`src/rtl/boot_rom_prefetch_pkg.sv`:
```
// Shared types for the boot-ROM read adapter: prefetch FSM states, response
// source selector and the byte-address to word-index helper.
package boot_rom_prefetch_pkg;

  localparam int unsigned DATA_W = 32;

  typedef enum logic [1:0] {
    IDLE    = 2'd0,
    PF_PEND = 2'd1,
    PF_FILL = 2'd2
  } pf_state_e;

  typedef enum logic [1:0] {
    ROM = 2'd0,
    BUF = 2'd1,
    ERR = 2'd2
  } rsp_src_e;

  // Caller keeps only the low index bits it needs.
  function automatic logic [31:0] word_index(input logic [31:0] byte_addr);
    return byte_addr >> 2;
  endfunction

endpackage

```
`src/rtl/boot_rom_pf_buffer.sv`:
```
// One-word prefetch buffer: data, tag and valid registers plus tag compares
// for a set of lookup indices.
module boot_rom_pf_buffer
  import boot_rom_prefetch_pkg::*;
#(
  parameter int unsigned IDX_W  = 11,
  parameter int unsigned N_LOOK = 2
) (
  input  logic                         clk_i,
  input  logic                         rst_i,
  input  logic                         fill_i,
  input  logic [IDX_W-1:0]             fill_idx_i,
  input  logic [DATA_W-1:0]            fill_data_i,
  input  logic [N_LOOK-1:0][IDX_W-1:0] look_idx_i,
  output logic [N_LOOK-1:0]            look_hit_o,
  output logic [DATA_W-1:0]            data_o
);

  logic              valid_q;
  logic [IDX_W-1:0]  tag_q;
  logic [DATA_W-1:0] data_q;

  always_ff @(posedge clk_i or posedge rst_i) begin
    if (rst_i) begin
      valid_q <= 1'b0;
      tag_q   <= '0;
      data_q  <= '0;
    end else if (fill_i) begin
      valid_q <= 1'b1;
      tag_q   <= fill_idx_i;
      data_q  <= fill_data_i;
    end
  end

  for (genvar gi = 0; gi < N_LOOK; gi++) begin : g_look
    assign look_hit_o[gi] = valid_q && (tag_q == look_idx_i[gi]);
  end

  assign data_o = data_q;

endmodule

```
`src/rtl/boot_rom_prefetch.sv`:
```
// Boot-ROM read adapter: req/gnt/rvalid front end, chip-select ROM port and a
// one-word sequential prefetcher that fills ROM idle cycles.
module boot_rom_prefetch
  import boot_rom_prefetch_pkg::*;
#(
  parameter int unsigned ROM_ADDR_WIDTH = 13,
  parameter bit          PREFETCH_EN    = 1'b1,
  parameter int unsigned CNT_WIDTH      = 16
) (
  input  logic                      clk_i,
  input  logic                      rst_i,
  input  logic                      req_i,
  input  logic [31:0]               addr_i,
  input  logic                      we_i,
  output logic                      gnt_o,
  output logic                      rvalid_o,
  output logic [DATA_W-1:0]         rdata_o,
  output logic                      err_o,
  output logic                      rom_csn_o,
  output logic [ROM_ADDR_WIDTH-3:0] rom_addr_o,
  input  logic [DATA_W-1:0]         rom_rdata_i,
  output logic [CNT_WIDTH-1:0]      hit_cnt_o
);

  localparam int unsigned IDX_W = ROM_ADDR_WIDTH - 2;

  logic [31:0]           word_full;
  logic                  unused_word_hi;
  logic [IDX_W-1:0]      idx;
  logic [IDX_W-1:0]      pf_cand;
  logic                  req_ok;
  logic                  rd_req;
  logic                  wr_req;
  logic                  buf_hit;
  logic                  pend_hit;
  logic                  miss;
  logic                  pf_covered;
  logic                  new_pf;
  logic                  pf_issue;
  logic [1:0][IDX_W-1:0] look_idx;
  logic [1:0]            look_hit;
  logic [DATA_W-1:0]     buf_data;

  pf_state_e         state_q, state_d;
  logic [IDX_W-1:0]  pf_idx_q, pf_idx_d;
  logic              rvalid_q;
  rsp_src_e          rsp_src_q, rsp_src_d;
  logic [DATA_W-1:0] rsp_data_q, rsp_data_d;
  logic [CNT_WIDTH-1:0] hit_cnt_q, hit_cnt_d;

  assign word_full      = word_index(addr_i);
  assign idx            = word_full[IDX_W-1:0];
  assign unused_word_hi = ^word_full[31:IDX_W];

  // A request seen while reset is held is neither served nor answered.
  assign req_ok = req_i & ~rst_i;
  assign rd_req = req_ok & ~we_i;
  assign wr_req = req_ok & we_i;

  assign pf_cand     = idx + IDX_W'(1);
  assign look_idx[0] = idx;
  assign look_idx[1] = pf_cand;

  boot_rom_pf_buffer #(
    .IDX_W  (IDX_W),
    .N_LOOK (2)
  ) u_buffer (
    .clk_i       (clk_i),
    .rst_i       (rst_i),
    .fill_i      (state_q == PF_FILL),
    .fill_idx_i  (pf_idx_q),
    .fill_data_i (rom_rdata_i),
    .look_idx_i  (look_idx),
    .look_hit_o  (look_hit),
    .data_o      (buf_data)
  );

  assign buf_hit  = rd_req & look_hit[0];
  assign pend_hit = rd_req & ~buf_hit & (state_q == PF_FILL) & (idx == pf_idx_q);
  assign miss     = rd_req & ~buf_hit & ~pend_hit;

  // While filling, the buffer is about to hold pf_idx_q, not its current tag.
  assign pf_covered = (state_q == PF_FILL) ? (pf_idx_q == pf_cand) : look_hit[1];
  assign new_pf     = PREFETCH_EN & rd_req & (idx != {IDX_W{1'b1}}) & ~pf_covered;

  // A pending prefetch that a fresh read has just retargeted is dropped, not issued.
  assign pf_issue = (state_q == PF_PEND) & ~miss & ~(new_pf & (pf_cand != pf_idx_q));

  assign rom_csn_o  = ~(miss | pf_issue);
  assign rom_addr_o = miss ? idx : (pf_issue ? pf_idx_q : '0);

  always_comb begin
    state_d  = state_q;
    pf_idx_d = pf_idx_q;
    unique case (state_q)
      IDLE: begin
        if (new_pf) begin
          state_d  = PF_PEND;
          pf_idx_d = pf_cand;
        end
      end
      PF_PEND: begin
        if (pf_issue) begin
          state_d = PF_FILL;
        end else if (new_pf) begin
          pf_idx_d = pf_cand;
        end
      end
      PF_FILL: begin
        if (new_pf) begin
          state_d  = PF_PEND;
          pf_idx_d = pf_cand;
        end else begin
          state_d = IDLE;
        end
      end
      default: state_d = IDLE;
    endcase
  end

  always_ff @(posedge clk_i or posedge rst_i) begin
    if (rst_i) begin
      state_q  <= IDLE;
      pf_idx_q <= '0;
    end else begin
      state_q  <= state_d;
      pf_idx_q <= pf_idx_d;
    end
  end

  // A pending hit takes the prefetch word straight off the ROM bus as it lands.
  assign rsp_src_d  = wr_req ? ERR : ((buf_hit | pend_hit) ? BUF : ROM);
  assign rsp_data_d = pend_hit ? rom_rdata_i : buf_data;
  assign hit_cnt_d  = ((buf_hit | pend_hit) && (hit_cnt_q != {CNT_WIDTH{1'b1}}))
                    ? hit_cnt_q + CNT_WIDTH'(1) : hit_cnt_q;

  always_ff @(posedge clk_i or posedge rst_i) begin
    if (rst_i) begin
      rvalid_q   <= 1'b0;
      rsp_src_q  <= ROM;
      rsp_data_q <= '0;
      hit_cnt_q  <= '0;
    end else begin
      rvalid_q   <= req_ok;
      rsp_src_q  <= rsp_src_d;
      rsp_data_q <= rsp_data_d;
      hit_cnt_q  <= hit_cnt_d;
    end
  end

  always_comb begin
    rdata_o = '0;
    if (rvalid_q) begin
      unique case (rsp_src_q)
        ROM:     rdata_o = rom_rdata_i;
        BUF:     rdata_o = rsp_data_q;
        default: rdata_o = '0;
      endcase
    end
  end

  assign gnt_o     = req_i;
  assign rvalid_o  = rvalid_q;
  assign err_o     = rvalid_q & (rsp_src_q == ERR);
  assign hit_cnt_o = hit_cnt_q;

endmodule
```
`config.mk`:
```
export PLATFORM = sky130hd
export DESIGN_NAME = boot_rom_prefetch
export DESIGN_NICKNAME = d
export VERILOG_FILES = /design/src/rtl/boot_rom_prefetch_pkg.sv /design/src/rtl/boot_rom_pf_buffer.sv /design/src/rtl/boot_rom_prefetch.sv
export SDC_FILE = /design/constraint.sdc
export NUM_CORES = 1
export LEC_CHECK = 0
export ABC_CLOCK_PERIOD_IN_PS = 7400
export BUFFER_PORTS_ARGS = -buffer_cell sky130_fd_sc_hd__buf_2
export CORE_MARGIN = 10
export CORE_UTILIZATION = 55
export DETAILED_ROUTE_END_ITERATION = 10
export PLACE_DENSITY = 0.81
export SETUP_SLACK_MARGIN = 0.15
export SLEW_MARGIN = 5
export SYNTH_ARGS = -nofsm -noshare
export SYNTH_HDL_FRONTEND = slang
export SYNTH_SLANG_ARGS = --single-unit
```
`constraint.sdc`:
```
create_clock -name clk_i -period 7.4 [get_ports clk_i]
set_input_delay 2.22 -clock clk_i [delete_from_list [all_inputs] [get_ports clk_i]]
set_output_delay 2.22 -clock clk_i [all_outputs]
set_load 0.005 [all_outputs]
```
==> out/results.md, run 1 <==
| Step | Item | Reported |
|:---|:---|:---|
| placed design | Placed instance area | 0.006327 mm^2 |
| timing | Final critical path time including I/O delays and setup | 7.132 ns |
| synthesis | Count of distinct cell types in the synthesized netlist | 60 |
| critical path | Cell chain of the critical path | buf_2, buf_4, and4_2, nand2_1, o21ai_0, o31ai_1, or4_1, or2_2, a211oi_4, buf_6, a22o_1, buf_2 |
| min path | Worst min-delay path startpoint | u_buffer.data_o[31] |
| critical path | Worst path arrival time | 4.91 ns |
| timing | Worst slew pin tran | 1.219 ns |
| pwr | Part of the power in combinational logic | 21.2% |
| min path | Number of cells on the worst hold path | 2 |
| pwr | Cell Pwr Density | 221.8 mW/mm^2 |
| cells and area | Fillers | 885 |
| pwr | Worst VDD drop | 108.9 uV |
| global routing | Overall global routing resource usage | 18.31% |
| critical path | Kind of start point of the critical path | input port |
| clock tree | H-tree levels | 3 |
| route | Number of search-and-repair iterations in the first detailed-routing pass | 5 |
| critical path | Critical Path Slowest Stage Cell | sky130_fd_sc_hd__or4_1 |
| pwr | Switching share of total power | 31.14% |
| synthesis | Flops & latches, synth | 108 |
| placed design | PortBufs | 109 |
| global routing | First-pass GRT wire length | 22130 um |
| clock tree | Insertion delay of the later-clocked pin in the worst-skew pair | 0.38 ns |
| die | Floorplan Core Area | 0.01028 mm^2 |
| route | Violation count after the first detailed-route iteration | 346 |
| timing | Period utilisation layout | 96.37% |
| clock tree | Library cell used as clock root buffer | sky130_fd_sc_hd__clkbuf_8 |
| route | Number of DRC violations after detailed routing | 0 |
| min path | Hold path endpoint | u_buffer.data_o[31] |
| synthesis | Total of warnings raised by yosys | 0 |
| route | Routed len/inst | 16.91 um |
| critical path | Required time of the critical path | 5.18 ns |
| global routing | Initial antenna violation count | 0 |
| synthesis | Post-Synthesis Mean Instance Area | 10.02 um^2 |
| cells and area | Post-layout net count | 739 |
| flow run | Max-cap violations | 0 |
| cells and area | Signed area change from the synthesized netlist to the final layout | 14.18% |
| pwr | Sw power | 0.4536 mW |
| die | Die extent in y | 122.3 um |
| synthesis | Sequential share of the synthesized area | 46.98% |
| die | FP Rows | 37 |
| pwr | Fraction of power consumed by the clock network | 24.4% |
| critical path | Timing startpoint of the critical path | addr_i[2] |
| critical path | Reg-to-reg slack, setup | 4.36 ns |
| critical path | Sort of element at the end of the critical path | output pin |
| clock tree | Hold_buf cts | 0 |
| die | Horizontal extent of the die | 122.3 um |
| placed design | Estimated wirelength of the detail-placed design | 9724 um |
| timing | Final count of pins violating max slew | 0 |
| cells and area | Share of cells above drive strength 1 | 28.49% |
| pwr | Internal power consumption | 1.003 mW |
| pwr | Final Power | 1.457 mW |
| clock tree | Sink Count | 108 |
| critical path | Worst Reg2Reg Path Length in Cells | 10 |
| clock tree | Clock buffer depth | 2 |
| critical path | Critical path fanouts, max | 11 |
| cells and area | Number of antenna repair diodes | 0 |
| global routing | Largest net degree at the start of global routing | 80 |
| clock tree | CTS clk-pin slew, worst paths | 0.10 ns |
| clock tree | Number of buffers added by the clock tree synthesis step | 9 |
| critical path | Critical path type | input port to output pin |
| die | Starting Density | 55.98% |
| timing | Setup violations, final | 0 |
| critical path | Cell mode on critical path | sky130_fd_sc_hd__buf_2 |
| pwr | Sequential share of power | 54.4% |
| cells and area | Post-route standard cell area excluding fillers | 0.006569 mm^2 |
| timing | Maximum operating frequency | 140.2 MHz |
| timing | Hold WS | 0.4841 ns |
| timing | Setup repair after global routing missed its margin | false |
| synthesis | Syn Std Cell Area | 0.005753 mm^2 |
| cells and area | Final core area utilization | 63.92% |
| route | Ratio of routed vias to standard cells | 5.400 |
| synthesis | Async set-reset flop share out of synthesis | 100.0% |
| synthesis | Cell count after synthesis | 574 |
| timing | Fin Clk Skew | 0.01598 ns |
| critical path | Stage delay of the slowest cell on the critical path | 0.58 ns |
| pwr | P_leak | 3.168 nW |
| min path | Class of the most critical hold timing path | flop to flop |
| route | Number of nets still failing antenna checks after routing | 0 |
| die | I/O Pins | 131 |
| global routing | Number of global-route vias before repair | 4461 |
| critical path | Worst R2R Start | state_q[1] |
| run status | Result of the run | completed |
| timing | Fin Setup TNS | 0 ns |
| timing | Worst slew margin relative to its limit | 18.70% |
| critical path | FF-to-FF End | pf_idx_q[10] |
| clock tree | CTS tree | built |
| placed design | RePlAce Congestion | 0.9285 |
| timing | Final hold violation count | 0 |
| synthesis | Most used DFF post-synth | sky130_fd_sc_hd__dfrtp_1 |
| synthesis | Count of flip-flops with a built-in enable after synthesis | 0 |
| synthesis | Synthesized Nets | 644 |
| route | Sum of routed wire length over all layers | 13700 um |
| die | Die area | 0.01495 mm^2 |
| global routing | Sum of overflow across all layers after global routing | 0 |
| route | Vias after detailed routing | 4374 |
## synth_stat cells (3+ instances only)
master                     number  area, um^2
sky130_fd_sc_hd__nand4_1        9       56.30
sky130_fd_sc_hd__inv_1         10       37.54
sky130_fd_sc_hd__a21oi_1        6       30.03
sky130_fd_sc_hd__a22o_1        11       96.34
sky130_fd_sc_hd__nor2b_1        4       25.02
sky130_fd_sc_hd__mux2_2        34       382.9
sky130_fd_sc_hd__dfrtp_1      108        2703
sky130_fd_sc_hd__o21ai_0       10       50.05
sky130_fd_sc_hd__xnor2_1       37       324.1
sky130_fd_sc_hd__nor3_1         3       15.01
sky130_fd_sc_hd__nand2_1      136       510.5
sky130_fd_sc_hd__nand3_1        9       45.04
sky130_fd_sc_hd__xor2_1        17       148.9
sky130_fd_sc_hd__buf_6          6       67.56
sky130_fd_sc_hd__mux2_4         6       90.09
sky130_fd_sc_hd__mux2i_1       37       370.4
sky130_fd_sc_hd__nand2b_1       5       31.28
sky130_fd_sc_hd__clkbuf_1      21       78.83
sky130_fd_sc_hd__and3_1         7       43.79
sky130_fd_sc_hd__nor2_1        46       172.7
## metrics by stage
stage               cells  setup slack [ns]
global placement      793            0.1415
detailed placement    793            0.1288
CTS                   809            0.2022
finish                810            0.2683
floorplan             574            0.5347
global route          810            0.1316
## layout make-up
| type | instances | area, um^2 | share of cell area, % |
|---|---|---|---|
| Sequential cell | 108 | 2704 | 41.16 |
| Clock inverter | 6 | 58.81 | 0.8952 |
| Multi-Input combinational cell | 421 | 2829 | 43.07 |
| Timing Repair Buffer | 119 | 629.4 | 9.581 |
| Inverter | 10 | 40.04 | 0.6095 |
| Clock buffer | 10 | 137.6 | 2.095 |
| Tap cell | 136 | 170.2 | 2.590 |
## state kept, by name, summed over array words and instances (netlist names)
signal	cells
rsp_data_q	32
u_buffer.data_o	32
hit_cnt_o	16
pf_idx_q	11
u_buffer.tag_q	11
rsp_src_q	2
state_q	2
rvalid_o	1
u_buffer.valid_q	1
## worst max-delay path by stage
| stage | slack [ns] | depth (start not counted) | to |
|---|---|---|---|
| after floorplan | 0.53 | 10 | rom_addr_o[1] |
| after global placement | 0.14 | 12 | rom_addr_o[0] |
| after detailed placement | 0.13 | 12 | rom_addr_o[0] |
| after CTS | 0.20 | 12 | rom_addr_o[0] |
| after global routing | 0.13 | 12 | rom_addr_o[0] |
| final | 0.27 | 12 | rom_addr_o[0] |
## logic make-up (layout without fill, tap and decap cells)
family | after synthesis | after routing | share of synthesized area, %
AND/OR/NAND/NOR | 239 | 239 | 18.75
adder cells (fa/ha/maj) | 2 | 2 | 0.4349
AO/OA/AOI/OAI | 48 | 48 | 6.090
multiplexers | 78 | 78 | 14.85
XOR/XNOR | 54 | 54 | 8.221
buffers and inverters | 45 | 145 | 4.676
flip-flops | 108 | 108 | 46.98
## critical path, delay by kind of cell
family / cells / cell delay (ns)
buffers and inverters: 4 / 0.59
and+or+nand+nor: 4 / 1.38
AOI/OAI and AO/OA: 4 / 0.72
## power groups by stage
| stage | registers (mW) | logic (mW) | clock network, mW |
|---|---|---|---|
| finish | 0.793 | 0.308 | 0.356 |
| global route | 0.808 | 0.349 | 0.389 |
| CTS | 0.792 | 0.309 | 0.366 |
| detailed placement | 0.805 | 0.306 | 0 |
| global placement | 0.796 | 0.295 | 0 |
| floorplan | 0.779 | 0.235 | 0 |
## layout by cell type (no fill, tap or decap), types with 4 or more instances in the layout
cell and instances:
sky130_fd_sc_hd__buf_2 107, sky130_fd_sc_hd__clkbuf_8 10, sky130_fd_sc_hd__nand4_1 9, sky130_fd_sc_hd__nand2_1 136, sky130_fd_sc_hd__and3_1 7, sky130_fd_sc_hd__a22o_1 11, sky130_fd_sc_hd__nand3_1 9, sky130_fd_sc_hd__inv_1 9
sky130_fd_sc_hd__mux2_4 6, sky130_fd_sc_hd__nand2b_1 4, sky130_fd_sc_hd__a21oi_1 6, sky130_fd_sc_hd__buf_4 9, sky130_fd_sc_hd__xnor2_1 36, sky130_fd_sc_hd__nor2_1 45, sky130_fd_sc_hd__mux2_2 34, sky130_fd_sc_hd__dfrtp_1 107
sky130_fd_sc_hd__mux2i_1 37, sky130_fd_sc_hd__o21ai_0 9, sky130_fd_sc_hd__xor2_1 17
## routing by layer
metal	GRT usage [%]	wire, um
met5	0	0
met4	6.259	165
met3	5.601	1173
met2	29.21	6426
met1	23.25	5933
## timing repair
item                                   in CTS  in global routing
setup endpoints to repair                   1                 11
gates resized for setup                     3                  7
pin swaps                                   0                  2
setup buffers                               0                  1
gates cloned                                0                  0
endpoints found under the hold margin       0                  0
Power figures use the tool's default switching activity.
==> run 2, diff against run 1 <==
--- a/config.mk
+++ b/config.mk
@@ -15,4 +15,6 @@
 export SLEW_MARGIN = 5
 export SYNTH_ARGS = -nofsm -noshare
 export SYNTH_HDL_FRONTEND = slang
+export SYNTH_HIERARCHICAL = 1
 export SYNTH_SLANG_ARGS = --single-unit
+export TNS_END_PERCENT = 20
==> out/results.md, run 2 <==
| Step | Item | Reported |
|:---|:---|:---|
| synthesis | Async set-reset flop share out of synthesis | 100.0% |
| route | Number of search-and-repair iterations in the first detailed-routing pass | 4 |
| placed design | Estimated wirelength of the detail-placed design | 10430 um |
| timing | Worst slew pin tran | 1.254 ns |
| critical path | Stages on worst setup path | 15 |
| timing | Setup repair after global routing missed its margin | false |
| route | Ratio of routed vias to standard cells | 5.642 |
| pwr | Sequential share of power | 52.4% |
| placed design | PortBufs | 109 |
| critical path | Stage delay of the slowest cell on the critical path | 0.25 ns |
| critical path | Worst path arrival time | 4.87 ns |
| synthesis | Most used DFF post-synth | sky130_fd_sc_hd__dfrtp_1 |
| synthesis | Largest area contributor in the netlist | sky130_fd_sc_hd__dfrtp_1 |
| timing | Final critical path time including I/O delays and setup | 7.094 ns |
| critical path | Cell chain of the critical path | buf_2, nand3_1, nor3_1, buf_4, xor2_1, xnor2_1, nand4_1, nor3_2, a21oi_1, o21ai_1, a41o_1, nand3_4, buf_4, o21ai_0, buf_2 |
| synthesis | Syn Std Cell Area | 0.005984 mm^2 |
| critical path | Kind of start point of the critical path | input port |
| global routing | Number of global-route vias before repair | 4697 |
| critical path | Worst setup path endpoint | rom_addr_o[6] |
| global routing | Largest net degree at the start of global routing | 47 |
| clock tree | Insertion delay of the later-clocked pin in the worst-skew pair | 0.39 ns |
| synthesis | Sequential share of the synthesized area | 45.16% |
| die | Starting Density | 55.69% |
| critical path | Critical path type | input port to output pin |
| cells and area | Most frequent cells in the layout | sky130_fd_sc_hd__buf_2 (109), sky130_fd_sc_hd__dfrtp_1 (107), sky130_fd_sc_hd__xnor2_1 (48) |
| critical path | Sort of element at the end of the critical path | output pin |
| cells and area | Number of antenna repair diodes | 0 |
| clock tree | Library cell used as clock root buffer | sky130_fd_sc_hd__clkbuf_8 |
| timing | Final hold violation count | 0 |
| pwr | Sw power | 0.4863 mW |
| pwr | P_leak | 3.131 nW |
| pwr | Part of the power in combinational logic | 26.2% |
| critical path | Worst R2R Start | state_q[0] |
| die | Die area | 0.01545 mm^2 |
| timing | Setup violations, final | 0 |
| run status | Result of the run | completed |
| critical path | Reg-to-reg slack, setup | 4.37 ns |
| clock tree | Hold_buf cts | 0 |
| synthesis | Post-Synthesis Mean Instance Area | 11.42 um^2 |
| timing | Period utilisation layout | 95.86% |
| global routing | Initial antenna violation count | 0 |
| global routing | Sum of overflow across all layers after global routing | 0 |
| synthesis | Cell count after synthesis | 524 |
| pwr | Worst VDD drop | 174.6 uV |
| cells and area | Fillers | 860 |
| critical path | Required time of the critical path | 5.18 ns |
| clock tree | Number of buffers added by the clock tree synthesis step | 9 |
| synthesis | Most used standard cell by instance count after synthesis | sky130_fd_sc_hd__dfrtp_1 |
| placed design | Dpl ws | 0.08103 ns |
| synthesis | Leading post-synthesis cells by instance count | sky130_fd_sc_hd__dfrtp_1 (108), sky130_fd_sc_hd__xnor2_1 (50), sky130_fd_sc_hd__nor2_1 (45) |
| synthesis | Portion of synthesized cell area occupied by the leading cell type | 45.16% |
| timing | Fin Clk Skew | 0.01553 ns |
| clock tree | Sink Count | 108 |
| critical path | Worst Reg2Reg Path Length in Cells | 7 |
| synthesis | Count of distinct cell types in the synthesized netlist | 52 |
| synthesis | Total of warnings raised by yosys | 6 |
| critical path | Timing startpoint of the critical path | addr_i[4] |
| cells and area | Share of cells above drive strength 1 | 37.76% |
| pwr | Switching share of total power | 30.42% |
| global routing | Overall global routing resource usage | 18.45% |
| global routing | First-pass GRT wire length | 23960 um |
| clock tree | Clock buffer depth | 2 |
| route | Number of DRC violations after detailed routing | 0 |
| pwr | Fraction of power consumed by the clock network | 21.3% |
| critical path | Critical path fanouts, max | 11 |
| synthesis | Largest cells by area after synthesis | sky130_fd_sc_hd__dfrtp_1 (45%), sky130_fd_sc_hd__mux2_4 (9.8%), sky130_fd_sc_hd__mux2_2 (8.3%) |
| clock tree | CTS tree | built |
| synthesis | Flops & latches, synth | 108 |
| timing | Maximum operating frequency | 141.0 MHz |
| timing | Worst slew margin relative to its limit | 16.40% |
| critical path | Worst Path Buf+Inv | 4 |
| placed design | RePlAce Congestion | 0.9214 |
| timing | Hold WS | 0.5083 ns |
| die | I/O Pins | 131 |
| timing | Worst setup margin | 0.3061 ns |
| pwr | Internal power consumption | 1.112 mW |
| route | Violation count after the first detailed-route iteration | 392 |
| min path | Class of the most critical hold timing path | flop to flop |
| synthesis | Synthesized Nets | 594 |
| route | Routed len/inst | 18.67 um |
| flow run | Max-cap violations | 0 |
| clock tree | H-tree levels | 3 |
| critical path | Largest delay contributor family on the critical path | simple AND/OR/NAND/NOR gates |
| die | Horizontal extent of the die | 124.3 um |
| cells and area | Post-layout net count | 698 |
| cells and area | Most common library cell in the layout ignoring fill and taps | sky130_fd_sc_hd__buf_2 |
| timing | Fin Setup TNS | 0 ns |
| critical path | Critical Path Slowest Stage Cell | sky130_fd_sc_hd__xor2_1 |
| die | Floorplan Core Area | 0.01075 mm^2 |
| critical path | FF-to-FF End | pf_idx_q[3] |
| cells and area | Signed area change from the synthesized netlist to the final layout | 14.32% |
| timing | Final count of pins violating max slew | 0 |
| route | Sum of routed wire length over all layers | 14430 um |
| route | Number of nets still failing antenna checks after routing | 0 |
| pwr | Cell Pwr Density | 233.6 mW/mm^2 |
| clock tree | CTS clk-pin slew, worst paths | 0.10 ns |
| route | Vias after detailed routing | 4361 |
| die | FP Rows | 38 |
| die | Die extent in y | 124.3 um |
| synthesis | Count of flip-flops with a built-in enable after synthesis | 0 |
-- run 2: cell count changes after synthesis, sizes merged, moves of 6 or more --
cell / previous run / this run
xnor2: 37 / 50
mux2: 41 / 84
nand2: 136 / 33
a22o: 11 / 0
clkbuf: 23 / 17
-- run 2: cell type report --
class | instances | area [um^2] | area share (%)
repair buffers | 126 | 673.1 | 9.839
clock buffers | 10 | 127.6 | 1.865
inverters | 14 | 52.55 | 0.7681
flip-flops and latches | 108 | 2704 | 39.52
clock inverters | 6 | 55.05 | 0.8047
multi-input cells | 369 | 3054 | 44.64
well taps | 140 | 175.2 | 2.560
-- run 2: worst min path at each step --
stage                          start  slack, ns               end  depth (start not counted)
finish                 hit_cnt_o[10]       0.51     hit_cnt_o[10]                          1
global route           hit_cnt_o[10]       0.53     hit_cnt_o[10]                          1
CTS                    hit_cnt_o[10]       0.51     hit_cnt_o[10]                          1
detailed placement      hit_cnt_o[6]       0.49      hit_cnt_o[6]                          1
global placement        hit_cnt_o[6]       0.47      hit_cnt_o[6]                          1
floorplan           u_buffer/valid_q       0.45  u_buffer/valid_q                          1
-- run 2: cells by family after synthesis --
| family | synth area share (%) |
|---|---|
| muxes | 23.77 |
| xor gates and xnor gates | 9.513 |
| adders and majority gates | 0.4181 |
| buffers and inverters | 4.474 |
| AOI/OAI and AO/OA | 5.729 |
| DFF | 45.16 |
| and+or+nand+nor | 10.93 |
-- run 2: worst reg2reg max path: stages, from the launching register on --
cell and delay [ns]:
sky130_fd_sc_hd__dfrtp_1 0.51, sky130_fd_sc_hd__nand2b_1 0.25, sky130_fd_sc_hd__or4_1 0.55, sky130_fd_sc_hd__nor3_1 0.33
sky130_fd_sc_hd__nand2b_2 0.40, sky130_fd_sc_hd__a211oi_1 0.17, sky130_fd_sc_hd__a21o_1 0.36, sky130_fd_sc_hd__mux2_1 0.38
-- run 2: power by group through the flow --
stage          sequential [mW]  combinational [mW]  clock (mW)
2_1_floorplan            0.812               0.332           0
3_3_place_gp             0.834               0.399           0
3_5_place_dp             0.848               0.414           0
4_1_cts                  0.838               0.417       0.355
5_1_grt                  0.855               0.456       0.380
6_report                 0.838               0.419       0.341
-- run 2: per-stage QoR --
| stage | cell area, um^2 | power (mW) | utilization, % | std cells |
|---|---|---|---|---|
| floorplan | 5984 | 1.143 | - | 524 |
| global placement | 6611 | 1.234 | 61.53 | 756 |
| detailed placement | 6611 | 1.262 | 61.53 | 756 |
| CTS | 6807 | 1.610 | 63.34 | 772 |
| global route | 6842 | 1.691 | 63.67 | 773 |
| finish | 6842 | 1.598 | 63.67 | 773 |
-- run 2: routing by layer --
layer  track usage (%)  up-vias  share of wire (%)
met5                 0        -                  0
met4             5.757        0                2.1
met3             5.064       23                5.7
met2             30.58      143                 49
met1             22.79     2159                 43
li1                  -     2036                  -
-- run 2: what timing repair did --
action / in CTS / in global routing
pin swaps: 0 / 1
setup endpoints to repair: 7 / 11
resized for setup: 2 / 5
buffers inserted: 0 / 1
